===== config.mk =====
export PLATFORM = sky130hd
export DESIGN_NAME = ccg_tt_sweep_ctrl
export DESIGN_NICKNAME = d
export VERILOG_FILES = /design/src/rtl/ccg_pkg.sv /design/src/rtl/ccg_tt_sweep_ctrl_timer.sv /design/src/rtl/ccg_tt_sweep_ctrl.sv
export SDC_FILE = /design/constraint.sdc
export NUM_CORES = 1
export LEC_CHECK = 0
export ABC_AREA = 0
export BUFFER_PORTS_ARGS = -buffer_cell sky130_fd_sc_hd__buf_2
export CAP_MARGIN = 10
export CORE_MARGIN = 2
export CORE_UTILIZATION = 60
export DETAILED_ROUTE_END_ITERATION = 16
export PLACE_DENSITY = 0.92
export SYNTH_ARGS = -nofsm -noshare
export SYNTH_HDL_FRONTEND = slang
export SYNTH_HIERARCHICAL = 1
export SYNTH_SLANG_ARGS = --single-unit

===== constraint.sdc =====
create_clock -name clk -period 5.05 [get_ports clk]
set_clock_uncertainty 0.15 [all_clocks]
set_input_delay 0.505 -clock clk [delete_from_list [all_inputs] [get_ports clk]]
set_output_delay 0.505 -clock clk [all_outputs]
set_load 0.005 [all_outputs]

===== src/rtl/ccg_pkg.sv =====
// Shared types and helpers for the CCG truth-table sweep controller.
package ccg_pkg;

  typedef enum logic [1:0] {
    ST_IDLE    = 2'd0,
    ST_SETTLE  = 2'd1,
    ST_CAPTURE = 2'd2,
    ST_DONE    = 2'd3
  } ccg_tt_state_e;

  localparam int CCG_SETTLE_W = 8;

  function automatic int ccg_tt_bits(input int n);
    return 1 << n;
  endfunction

endpackage


===== src/rtl/ccg_tt_sweep_ctrl_timer.sv =====
// Loadable settle down-counter; tc is high while the count is zero.
module ccg_settle_timer
  import ccg_pkg::*;
(
  input  logic                    clk,
  input  logic                    rst,
  input  logic                    load,
  input  logic                    en,
  input  logic [CCG_SETTLE_W-1:0] load_val,
  output logic                    tc
);

  logic [CCG_SETTLE_W-1:0] cnt_q, cnt_d;

  always_comb begin
    cnt_d = cnt_q;
    if (load) begin
      cnt_d = load_val;
    end else if (en && (cnt_q != '0)) begin
      cnt_d = cnt_q - CCG_SETTLE_W'(1);
    end
  end

  always_ff @(posedge clk or posedge rst) begin
    if (rst) cnt_q <= '0;
    else     cnt_q <= cnt_d;
  end

  assign tc = (cnt_q == '0);

endmodule


===== src/rtl/ccg_tt_sweep_ctrl.sv =====
// Drives every input vector onto a CCG netlist, waits SETTLE cycles, and captures f1 into tt.
// Optional compare against an expected table is compiled in with CCG_TT_CMP_EN.
module ccg_tt_sweep_ctrl
  import ccg_pkg::*;
#(
  parameter int N_IN   = 4,
  parameter int SETTLE = 2
) (
  input  logic                            clk,
  input  logic                            rst,
  input  logic                            start,
  input  logic                            abort,
  output logic [N_IN-1:0]                 x,
  input  logic                            f_in,
  output logic                            busy,
  output logic                            done,
  output logic [ccg_tt_bits(N_IN)-1:0]    tt
`ifdef CCG_TT_CMP_EN
  ,
  input  logic [ccg_tt_bits(N_IN)-1:0]    exp_tt,
  output logic                            mismatch,
  output logic [N_IN-1:0]                 mis_idx
`endif
);

  localparam int                      TT_W      = ccg_tt_bits(N_IN);
  localparam logic [N_IN:0]           LAST_IDX  = (N_IN+1)'(TT_W - 1);
  localparam logic [CCG_SETTLE_W-1:0] SETTLE_LD = CCG_SETTLE_W'(SETTLE - 1);

  ccg_tt_state_e   state_q, state_d;
  logic [N_IN:0]   idx_q, idx_d;
  logic [N_IN-1:0] x_q, x_d;
  logic [TT_W-1:0] tt_q, tt_d, tt_cap;
  logic            tmr_load, tmr_tc;
  logic            start_acc, fin;

  assign start_acc = (state_q == ST_IDLE) && start && !abort;
  assign fin       = (state_q == ST_CAPTURE) && !abort && (idx_q == LAST_IDX);

  ccg_settle_timer u_timer (
    .clk      (clk),
    .rst      (rst),
    .load     (tmr_load),
    .en       (state_q == ST_SETTLE),
    .load_val (SETTLE_LD),
    .tc       (tmr_tc)
  );

  always_comb begin
    tt_cap = tt_q;
    tt_cap[idx_q[N_IN-1:0]] = f_in;
  end

  always_comb begin
    state_d  = state_q;
    idx_d    = idx_q;
    x_d      = x_q;
    tt_d     = tt_q;
    tmr_load = 1'b0;
    unique case (state_q)
      ST_IDLE: begin
        if (start_acc) begin
          idx_d    = '0;
          x_d      = '0;
          tt_d     = '0;
          tmr_load = 1'b1;
          state_d  = ST_SETTLE;
        end
      end
      ST_SETTLE: begin
        if (abort) begin
          x_d     = '0;
          state_d = ST_IDLE;
        end else if (tmr_tc) begin
          state_d = ST_CAPTURE;
        end
      end
      ST_CAPTURE: begin
        if (abort) begin
          x_d     = '0;
          state_d = ST_IDLE;
        end else begin
          tt_d = tt_cap;
          if (idx_q == LAST_IDX) begin
            state_d = ST_DONE;
          end else begin
            idx_d    = idx_q + (N_IN+1)'(1);
            x_d      = idx_q[N_IN-1:0] + N_IN'(1);
            tmr_load = 1'b1;
            state_d  = ST_SETTLE;
          end
        end
      end
      ST_DONE: state_d = ST_IDLE;
      default: state_d = ST_IDLE;
    endcase
  end

  always_ff @(posedge clk or posedge rst) begin
    if (rst) begin
      state_q <= ST_IDLE;
      idx_q   <= '0;
      x_q     <= '0;
      tt_q    <= '0;
    end else begin
      state_q <= state_d;
      idx_q   <= idx_d;
      x_q     <= x_d;
      tt_q    <= tt_d;
    end
  end

  assign x    = x_q;
  assign tt   = tt_q;
  assign busy = (state_q == ST_SETTLE) || (state_q == ST_CAPTURE);
  assign done = (state_q == ST_DONE);

`ifdef CCG_TT_CMP_EN
  logic [TT_W-1:0] exp_q, exp_d, diff;
  logic            mismatch_q, mismatch_d;
  logic [N_IN-1:0] mis_idx_q, mis_idx_d, low_idx;

  // Lowest differing index wins, so scan from the top down.
  always_comb begin
    diff    = tt_cap ^ exp_q;
    low_idx = '0;
    for (int i = TT_W - 1; i >= 0; i--) begin
      if (diff[i]) low_idx = N_IN'(i);
    end
  end

  always_comb begin
    exp_d      = exp_q;
    mismatch_d = mismatch_q;
    mis_idx_d  = mis_idx_q;
    if (start_acc) begin
      exp_d      = exp_tt;
      mismatch_d = 1'b0;
      mis_idx_d  = '0;
    end else if (fin) begin
      mismatch_d = |diff;
      mis_idx_d  = low_idx;
    end
  end

  always_ff @(posedge clk or posedge rst) begin
    if (rst) begin
      exp_q      <= '0;
      mismatch_q <= 1'b0;
      mis_idx_q  <= '0;
    end else begin
      exp_q      <= exp_d;
      mismatch_q <= mismatch_d;
      mis_idx_q  <= mis_idx_d;
    end
  end

  assign mismatch = mismatch_q;
  assign mis_idx  = mis_idx_q;
`endif

endmodule


# After elaboration in Yosys (flattened, before gate mapping)
# Cells that the tools add are included.
[totals] register_bits=35 in_bits=5 output_inout_bits=22
[classes] magnitude_cmp=2 muxes=27 reduce_logical=16 n_eq_ne=10 addsub=3
[op_table] cell="$mux W16" n=2
[op_table] cell="$pmux W16 S2" n=1
[op_table] cell="$bwmux W16" n=1
[op_table] cell="$mux W4" n=4
[op_table] cell="$mux W8" n=2
[op_table] cell="$mux W5" n=3
[op_table] cell="$pmux W4 S3" n=1
[op_table] cell="$mux W2" n=5
[op_table] cell="$pmux W5 S2" n=1
[op_table] cell="$logic_not A8 Y1" n=1
[op_table] cell="$ne A2 B2 Y1 const B" n=4
[op_table] cell="$pmux W2 S4" n=1
[op_table] cell="$reduce_and A4 Y1" n=2
[op_table] cell="$reduce_bool A8 Y1" n=1
[op_table] cell="$sub A8 B1 Y8 const B" n=1
[op_table] cell="$ne A3 B3 Y1 const B" n=2
[op_table] cell="$add A5 B1 Y5 const B" n=1
[op_table] cell="$eq A5 B4 Y1 const B" n=1
[op_table] cell="$lt A4 B5 Y1 const B" n=1
[op_table] cell="$add A4 B1 Y4 const B" n=1
[op_table] cell="$demux W1 S4" n=1
[op_table] cell="$eq A2 B2 Y1 const B" n=2
[op_table] cell="$ge A4 B1 Y1 const B" n=1
[op_table] cell="$logic_and A1 B1 Y1" n=4
[op_table] cell="10 further kinds" n=14

# Depth between registers and ports, before layout
# Gate-level depths: netlist of the first run.
[logic_depth] word_depth=7 mapped_depth=9 depth_no_buf=9

# Cells and area by module
# The synthesis of the first run kept the hierarchy.
[modules_own_cells] mod="ccg_tt_sweep_ctrl" cells_each=182 area_each_um2=1691.6 instances=1
[modules_own_cells] mod="ccg_settle_timer" cells_each=53 area_each_um2=495.5 instances=1

# Worst setup path after synthesis of the first run
# No wires, ideal clock.
[synth_timing] kind="reg-to-reg" start="reg idx_q[0]" end="reg u_timer.cnt_q[5]" setup_time_ps=136 t_arrival_ps=2084 synth_period_minus_slack_ps=2370 path_slack_ps=2680 path_stages_with_launch=9 cell_sequence="dfrtp_1 -> ha_1 -> and3_1 -> ha_1 -> inv_1 -> nand2_1 -> a21oi_1 -> clkbuf_1 -> o21ai_0"
[synth_via] elab_chain_len=5 word_cells_on_any_way=6 cone_classes="eq/ne (1); mux (4); reduce/logical (1)"
[synth_lines] item="from (decl)" line_no="ccg_tt_sweep_ctrl.sv:31" rtl="logic [N_IN:0] idx_q, idx_d;"
[synth_lines] item="from (signal assigned)" line_no="ccg_tt_sweep_ctrl.sv:107" rtl="idx_q <= idx_d;"
[synth_lines] item="$eq A5 B4 Y1 *" line_no="ccg_tt_sweep_ctrl.sv:84" rtl="if (idx_q == LAST_IDX) begin"
[synth_lines] item="$mux W1 *" line_no="ccg_tt_sweep_ctrl.sv:84"
[synth_lines] item="$mux W1 *" line_no="ccg_tt_sweep_ctrl.sv:79" rtl="if (abort) begin"
[synth_lines] item="$pmux W1 S2 *" line_no="ccg_tt_sweep_ctrl.sv:60" rtl="unique case (state_q)"
[synth_lines] item="net tmr_load" line_no="ccg_tt_sweep_ctrl.sv:34" rtl="logic tmr_load, tmr_tc;"
[synth_lines] item="$mux W8 / $reduce_bool A2 Y1 (equally long branches)"
[synth_lines] item="to (signal assigned)" line_no="ccg_tt_sweep_ctrl_timer.sv:26" rtl="else cnt_q <= cnt_d;"
[synth_lines] item="to (decl)" line_no="ccg_tt_sweep_ctrl_timer.sv:13" rtl="logic [CCG_SETTLE_W-1:0] cnt_q, cnt_d;"
# The timed path passes the listed nets; every way through them passes the cells marked *.
# A chain may end at the register's enable or synchronous reset.

# Worst setup path after layout of the first run
[layout_timing] start="reg state_q[0]" end="reg u_timer.cnt_q[3]"
[layout_via] elab_chain_len=6 word_cells_on_any_way=10 cone_classes="eq/ne (2); mux (3); reduce/logical (5)"
[layout_lines] item="from (decl)" line_no="ccg_tt_sweep_ctrl.sv:30" rtl="ccg_tt_state_e state_q, state_d;"
[layout_lines] item="from (signal assigned)" line_no="ccg_tt_sweep_ctrl.sv:106" rtl="state_q <= state_d;"
[layout_lines] item="$logic_not A2 Y1" line_no="ccg_tt_sweep_ctrl.sv:37, ccg_tt_sweep_ctrl.sv:60"
[layout_lines] item="$logic_and A1 B1 Y1 (2 in a row)" line_no="ccg_tt_sweep_ctrl.sv:37" rtl="assign start_acc = (state_q == ST_IDLE) && start && !abort;"
[layout_lines] item="$mux W1" line_no="ccg_tt_sweep_ctrl.sv:62" rtl="if (start_acc) begin"
[layout_lines] item="$pmux W1 S2 *" line_no="ccg_tt_sweep_ctrl.sv:60"
[layout_lines] item="net tmr_load" line_no="ccg_tt_sweep_ctrl.sv:34"
[layout_lines] item="$mux W8 / $reduce_bool A2 Y1 (equally long branches)"
# Marks and branches as above.

==> results_dict.tcl, run 1 <==
set metrics [dict create \
    outcome "finished clean" \
    yosys.area.top_type "dfrtp_1" \
    wirelength_mm 4.63 \
    area_growth_pct 10.2 \
    io_pins 27 \
    drtAntennaViolNets 0 \
    cp_max_fo 30 \
    cp_slowest_cell "a21oi_1" \
    yosysWarnings 6 \
    grt_pass1_wl_mm 7.68 \
    track_usage_pct 23.9 \
    setup_viol 0 \
    ctsResizeCount 0 \
    synthesis.area_um2 2190 \
    drc 0 \
    power_frac_seq_pct 46.2 \
    clk_pin_slew_worst_paths_ns 0.10 \
    whs_ns 0.341 \
    dr.pass1.iters 4 \
    antenna_found_initial 0 \
    clk_path_buf_depth 2 \
    dp_hpwl_mm 3.31 \
    path_buf_inv 1 \
    yosys_register_bits 35 \
    ys_top_cells_by_area "dfrtp_1 40%, ha_1 6.3%, a211oi_1 5.5%" \
    hold_violations 0 \
    final_net_count 278 \
    critPathLaunchType "flip-flop" \
    clk-insertion-delay-late_ns 0.34 \
    floorplan.rows 21 \
    post_dp_cell_area_um2 2350 \
    hold_class "reg2reg" \
    cts_setup_buffers 0 \
    end_kind "flip-flop" \
    initial_core_util_pct 64.0 \
    synth_cells 235 \
    regToRegStartpoint "state_q[0]" \
    slowest_delay_ns 0.90 \
    cp_top_family "compound AO/OA/AOI/OAI gates" \
    grt_max_degree 32 \
    min-delay-start "x[0]" \
    crit_chain "inv_1 -> ha_1 -> nand2_1 -> a21oi_1 -> nor2b_1 -> a22oi_1 -> o41ai_1" \
    final_layout_size_suffix_gt1_share_pct 16.7 \
    cts-buffers-inserted 5 \
    slew_headroom_pct 30.0 \
    max_freq_mhz 314 \
    cts_tree "done" \
    setup.worst_path.start "state_q[0]" \
    die_w_um 64.4 \
    final_area_um2 2410 \
    postSynthAreaPerCell_um2 9.31 \
    drt_iter0_drc 131 \
    synth.distinct_cells 48 \
    required_ns 5.09 \
    grt_pass1_vias 1750 \
    power_frac_comb_pct 35.0 \
    switching_share_pct 37.3 \
    fin_crit_sh_pct 63.0 \
    rsz0062_at_grt "no" \
    powerDensity_nw_per_um2 323 \
    tightest_slew_ns 1.05 \
    arrival_ns 3.22 \
    coreArea_um2 3420 \
    num_antenna_cells 0 \
    grt-ovfl-total 0 \
    port_buffers 26 \
    synth_edf_count 0 \
    wl_per_cell_um 15.0 \
    clock-sinks 35 \
    gp_congestion 0.814 \
    irDropWorstVdd_mv 0.195 \
    maxSlewViolCount 0 \
    async_flop_share_pct 100 \
    intPower_mw 0.487 \
    switching_power_mw 0.290 \
    die_y_um 64.4 \
    synth_largest_type_area_fraction_pct 40.0 \
    viasPerCell 5.83 \
    worstSetupPathType "reg2reg" \
    yosysSeqAreaShare_pct 40.0 \
    finalSetupTns_ns 0 \
    root_buffer "clkbuf_4" \
    period_minus_slack_ns 3.18 \
    maxCapViolations 0 \
    htreeDepth 2 \
    die-area_um2 4140 \
    clkPwrFrac_pct 18.8 \
    total_leakage_power_nw 1.06 \
    vias 1800 \
    ys.flop_type "dfrtp_1" \
    cts_hold_buffers 1 \
]
logic make-up (layout without fill, tap and decap cells):
| logic type | count (synthesis) | after routing | share of synthesized area (%) |
|---|---|---|---|
| flip-flops | 35 | 35 | 40.0 |
| other | 2 | 8 | 0.343 |
| adder cells (fa/ha/maj) | 11 | 11 | 6.29 |
| XOR/XNOR | 5 | 5 | 2.00 |
| AND/OR/NAND/NOR | 71 | 71 | 20.1 |
| buffers and inverters | 41 | 63 | 7.15 |
| multiplexers | 8 | 8 | 3.89 |
| AO/OA/AOI/OAI | 62 | 62 | 20.1 |
metal layers:
| metal | global-route usage [%] | up-vias | share of wire [%] |
|---|---|---|---|
| li1 | - | 895 | - |
| met1 | 29.1 | 848 | 44 |
| met2 | 40.9 | 52 | 49 |
| met3 | 5.99 | 5 | 6.0 |
| met4 | 8.51 | 0 | 1.1 |
| met5 | 0 | - | 0 |
synth_stat cells (all sizes together) (6+ instances only):
cell     n
nand3    6
ha      11
o21ai   13
nand2b   6
dfrtp   35
nand2   15
inv     27
nand3b  11
o22ai   15
clkbuf  12
a211oi  16
stage by stage:
step	power (mW)	cells	setup WS (ns)	utilization (%)
CTS	0.780	309	1.90	70.5
floorplan	0.569	241	2.68	-
global placement	0.615	300	2.10	68.8
finish	0.778	309	1.87	70.5
detailed placement	0.634	300	1.89	68.8
global route	0.827	309	1.58	70.5
placed cells by master, fill, tap and decap left out, drive strengths merged, types with 4 or more instances in the layout:
| cell type | netlist | routed |
|---|---|---|
| o22ai | 15 | 15 |
| or3b | 5 | 5 |
| o21ai | 13 | 13 |
| clkbuf | 12 | 7 |
| o31ai | 4 | 4 |
| buf | 2 | 27 |
| nand2b | 6 | 6 |
| dfrtp | 35 | 35 |
| nand4 | 5 | 5 |
| conb | 2 | 8 |
| nor2b | 5 | 5 |
| inv | 27 | 27 |
| nor2 | 4 | 4 |
| a211oi | 16 | 16 |
| nand3b | 11 | 11 |
| nand2 | 15 | 15 |
| nand3 | 6 | 6 |
| ha | 11 | 11 |
| mux2i | 4 | 4 |
| mux2 | 4 | 4 |
sequential cells by signal, summed over array words and instances, names as in the netlist:
register,cells
u_timer/cnt_q,8
tt,16
idx_q,5
x,4
state_q,2
worst paths after layout:
kind                                     to  slack [ns]  depth (start not counted)
setup / recovery           u_timer/cnt_q[3]        1.87                          7
hold / removal                         x[0]        0.34                          1
max in group asynchronous              x[2]        3.28                          3
hold reg to reg                        x[0]        0.34                          1
min in group asynchronous  u_timer/cnt_q[0]        0.51                          3
setup reg to reg           u_timer/cnt_q[3]        1.87                          7
final cells by class:
class | instances | area (um2)
Multi-Input combinational cell | 165 | 1180
Fill cell | 278 | 1010
Sequential cell | 35 | 876
Timing Repair Buffer | 28 | 148
Inverter | 27 | 101
Tap cell | 46 | 57.6
Clock buffer | 7 | 45.0
Clock inverter | 1 | 5.00
power by group through the flow:
stage	Combinational [mW]	Sequential, mW	Clock [mW]
2_1_floorplan	0.216	0.353	0
3_3_place_gp	0.257	0.358	0
3_5_place_dp	0.270	0.364	0
4_1_cts	0.272	0.358	0.149
5_1_grt	0.305	0.363	0.160
6_report	0.272	0.359	0.146
No activity file was read; power rests on OpenSTA's default activity.
==> run 2, diff against run 1 <==
CORE_UTILIZATION = 52   (was 60)
PLACE_DENSITY = 0.85   (was 0.92)
clock period = 2.7 ns   (was 5.05 ns; I/O delays follow)
==> run 2 against run 1 <==
  * Flip-flop and latch count is the same
  * Cell area grew 3.4%
  * Worst setup slack lost 1.6 ns
  * Global-route usage shrank 2.5 points
  * Via count grew 0.56%
  * Count of clock-buffer cells in the layout is the same
  * Critical path type unchanged
  * Utilization shrank 8.7 points
  * Largest power group unchanged
  * Critical endpoint is now x[3]
  * Combinational power grew 87%
  * Largest cell class unchanged
  * First-iteration DRC count grew 38%
  * Hold slack lost 0.091 ns
  * Highest routed layer unchanged
==> results_dict.tcl, run 2 (synthesis results as in run 1) <==
set metrics [dict create \
    outcome "finished clean" \
    drt_iter0_drc 181 \
    floorplan.rows 23 \
    dr.pass1.iters 4 \
    whs_ns 0.251 \
    grt_max_degree 32 \
    max_freq_mhz 404 \
    irDropWorstVdd_mv 0.481 \
    timing.final.ws_setup_ns 0.227 \
    arrival_ns 2.50 \
    worstSetupPathType "reg2reg" \
    largest_reg_flops 16 \
    setup_viol 0 \
    coreArea_um2 4030 \
    vias 1810 \
    die-area_um2 4740 \
    mostFrequentLayoutCells "35 x dfrtp_1, 27 x inv_1, 26 x buf_2, 16 x a211oi_1" \
    cp_max_fo 7 \
    fin_crit_sh_pct 91.6 \
    wl_per_cell_um 14.2 \
    dp_hpwl_mm 3.14 \
    grt_pass1_vias 1724 \
    clock-sinks 35 \
    initial_core_util_pct 54.3 \
    final_net_count 284 \
    clk_path_buf_depth 2 \
    grt-ovfl-total 0 \
    total_leakage_power_nw 1.10 \
    tightest_slew_ns 0.614 \
    clk-insertion-delay-late_ns 0.28 \
    die_y_um 68.9 \
    place_ws_ns 0.224 \
    hold_violations 0 \
    grt_pass1_wl_mm 7.67 \
    port_buffers 26 \
    cts_tree "done" \
    track_usage_pct 21.4 \
    drc 0 \
    drtAntennaViolNets 0 \
    die_w_um 68.9 \
    maxCapViolations 0 \
    wirelength_mm 4.54 \
    io_pins 27 \
    cts-buffers-inserted 5 \
    layout_commonest_cell "dfrtp_1" \
    ctsResizeCount 0 \
    antenna_found_initial 0 \
    slew_headroom_pct 58.5 \
    root_buffer "clkbuf_8" \
    maxSlewViolCount 0 \
    finalCoreUtilization_pct 61.8 \
    num_antenna_cells 0 \
    required_ns 2.72 \
    end_kind "flip-flop" \
    finalSetupTns_ns 0 \
    gp_congestion 0.837 \
    placedCellCount 310 \
    fin_cells 319 \
    clk_pin_slew_worst_paths_ns 0.07 \
    viasPerCell 5.67 \
    htreeDepth 2 \
    rsz0062_at_grt "no" \
    area_growth_pct 13.9 \
    powerDensity_nw_per_um2 618 \
    hold_class "in2reg" \
    period_minus_slack_ns 2.47 \
    critPathLaunchType "flip-flop" \
    final_layout_size_suffix_gt1_share_pct 18.6 \
]
[run 2: cell count changes in the layout (fill, tap and decap cells not counted), sizes merged]
cell and change:
buf +6
[run 2: worst paths after layout]
path | from | to | slack, ns | cells after the start
max | idx_q[1] | x[3] | 0.23 | 6
min | f_in | tt[15] | 0.25 | 3
max reg2reg | idx_q[1] | x[3] | 0.23 | 6
min reg2reg | x[2] | x[2] | 0.35 | 1
max in group asynchronous | rst | tt[7] | 1.67 | 4
min in group asynchronous | rst | u_timer/cnt_q[1] | 0.34 | 3
[run 2: metrics by stage]
step / power (mW) / cell area [um2]
final: 1.54 / 2490
after global routing: 1.64 / 2490
after CTS: 1.55 / 2490
after detailed placement: 1.18 / 2400
after global placement: 1.15 / 2400
after floorplan: 1.06 / 2210
[run 2: power by group]
| part | internal, mW | switching (mW) |
|---|---|---|
| Clock | 0.181 | 0.181 |
| Sequential | 0.595 | 0.0732 |
| Combinational | 0.223 | 0.286 |
| Total | 0.999 | 0.541 |
[run 2: critical path, stage by stage (launching register included)]
cell	delay, ns
dfrtp_1	0.45
ha_1	0.29
and3_1	0.24
ha_1	0.25
a21o_1	0.21
a221oi_2	0.40
mux2_2	0.38
[run 2: layout make-up]
cell class	count	area (um2)
Fill cell	360	1540
Multi-Input combinational cell	165	1180
Inverter	27	101
Tap cell	50	62.6
Clock buffer	7	76.3
Timing Repair Buffer	34	193
Clock inverter	1	5.00
Sequential cell	35	876
[run 2: per-layer routing]
layer / global-route usage [%] / vias to the layer above / routed length [um]
met3: 4.38 / 5 / 227
met1: 27.8 / 862 / 2020
met2: 36.8 / 41 / 2260
met4: 4.41 / 0 / 32
li1: - / 902 / -
met5: 0 / - / 0
[run 2: what timing repair did]
item,4_1_cts,5_1_grt
buffers inserted,0,0
hold buffers,1,0
setup endpoints to repair,0,0
endpoints found under the hold margin,35,0
==> run 3, diff against run 2 <==
REMOVE_ABC_BUFFERS = 1   (was unset)
==> run 3 against run 2 <==
  * Combinational power fell by 3%
  * Sequential power about the same
  * Count of clock-buffer cells in the layout shrank 2
  * Die area unchanged
  * Worst setup slack better by 0.030 ns
  * Cell count rose by 0.31%
  * Via count is 1.9% lower
  * Power increased by 12%
  * Non-clock buffer count rose by 1
  * Largest cell class unchanged
==> results_dict.tcl, run 3 (synthesis results as in run 1) <==
set metrics [dict create \
    max_freq_mhz 409 \
    tightest_slew_ns 0.594 \
    track_usage_pct 21.7 \
    end_kind "flip-flop" \
    drt_iter0_drc 111 \
    setup_viol 0 \
    cp.depth 6 \
    drc 0 \
    grt_pass1_wl_mm 7.56 \
    coreArea_um2 4030 \
    crit_chain "ha_1 -> and3_1 -> ha_1 -> a21o_1 -> a221oi_2 -> mux2_2" \
    total_leakage_power_nw 1.13 \
    cts_setup_buffers 0 \
    wirelength_mm 4.38 \
    die-area_um2 4740 \
    maxSlewViolCount 0 \
    finalCoreUtilization_pct 63.4 \
    rsz0062_at_grt "no" \
    r2r_end "x[3]" \
    critPathMostFrequentCell "ha_1" \
    maxCapViolations 0 \
    min-delay-start "f_in" \
    whs_ns 0.191 \
    largest_reg_flops 16 \
    outcome "finished clean" \
    port_buffers 26 \
    slew_headroom_pct 59.9 \
    hold_depth 3 \
    clk_pin_slew_worst_paths_ns 0.08 \
    final_net_count 285 \
    mostFrequentLayoutCells "35 x dfrtp_1, 27 x inv_1, 26 x buf_2, 16 x a211oi_1" \
    clk_path_buf_depth 2 \
    die_w_um 68.9 \
    regToRegStartpoint "idx_q[0]" \
    clk-insertion-delay-late_ns 0.29 \
    initial_core_util_pct 54.3 \
    r2r_setup_slack_ns 0.26 \
    viasPerCell 5.55 \
    critPathLaunchType "flip-flop" \
    met3_length_um 155 \
    num_antenna_cells 0 \
    antenna_found_initial 0 \
    required_ns 2.73 \
    io_pins 27 \
    cp_slowest_cell "dfrtp_1" \
    clock-sinks 35 \
    gp_congestion 0.851 \
    dr.pass1.iters 4 \
    arrival_ns 2.47 \
    layout_commonest_cell "dfrtp_1" \
    final_layout_size_suffix_gt1_share_pct 19.6 \
    dp_hpwl_mm 3.05 \
    hold_violations 0 \
    highest_layer "met4" \
    cp_top_family "compound AO/OA/AOI/OAI gates" \
    hold_end "tt[15]" \
    htreeDepth 2 \
    die_y_um 68.9 \
    slowest_delay_ns 0.47 \
    grt_pass1_vias 1618 \
    floorplan.rows 23 \
    grt_max_degree 32 \
    finalSetupTns_ns 0 \
    drtAntennaViolNets 0 \
    path_buf_inv 0 \
    grt-ovfl-total 0 \
    area_growth_pct 16.8 \
    cts_tree "done" \
    met1_length_mm 2.11 \
    vias 1775 \
    root_buffer "clkbuf_8" \
    powerDensity_nw_per_um2 678 \
    met2_length_mm 2.03 \
    worstRegToRegCells 6 \
    worstSetupPathType "reg2reg" \
    cp_max_fo 8 \
    hold_class "in2reg" \
    wl_per_cell_um 13.7 \
    cts-buffers-inserted 5 \
    fin_crit_sh_pct 90.5 \
    irDropWorstVdd_mv 0.557 \
    period_minus_slack_ns 2.44 \
]
-- run 3: worst reg2reg max path, delay by kind of cell, from the launching register on --
family                     cells  cell delay, ns
AOI/OAI and AO/OA              2            0.62
DFF                            1            0.47
muxes                          1            0.39
and+or+nand+nor                1            0.21
adders and majority gates      2            0.50
-- run 3: where the power goes --
part | leakage, nW | switching, mW | internal, mW | total (mW)
clock | 0.0644 | 0.202 | 0.368 | 0.571
combinational | 0.592 | 0.273 | 0.220 | 0.492
sequential | 0.473 | 0.0742 | 0.594 | 0.668
-- run 3: cell type report --
class / instances / area [um2]
clock buffers: 5 / 68.8
well taps: 50 / 62.6
fillers: 350 / 1480
inverters: 27 / 101
repair buffers: 35 / 200
multi-input cells: 165 / 1180
flip-flops and latches: 35 / 876
clock inverters: 3 / 67.6
-- run 3: how the worst max path moves through the flow --
stage	start	endpoint	slack [ns]
final	idx_q[0]	x[3]	0.26
after global routing	idx_q[0]	x[3]	0.14
after floorplan	idx_q[0]	u_timer/cnt_q[3]	0.07
after global placement	idx_q[0]	x[3]	0.36
after CTS	idx_q[0]	x[3]	0.27
after detailed placement	idx_q[0]	x[3]	0.29
-- run 3: layer usage --
metal / global-route usage (%) / vias to the layer above
li1: - / 908
met1: 27.3 / 828
met2: 35.0 / 31
met3: 5.68 / 8
met4: 9.80 / 0
met5: 0 / -
-- run 3: timing repair --
item                                   CTS  global route
endpoints found under the hold margin   35             0
hold buffers                             1             0
gates resized for setup                  0             0
-- run 3: stage by stage --
step	power, mW	area (um2)	setup slack, ns	instances
finish	1.73	2550	0.257	320
global route	1.84	2550	0.142	320
global placement	1.15	2410	0.357	311
floorplan	1.05	2150	0.0677	227
detailed placement	1.16	2410	0.295	311
CTS	1.74	2550	0.270	320
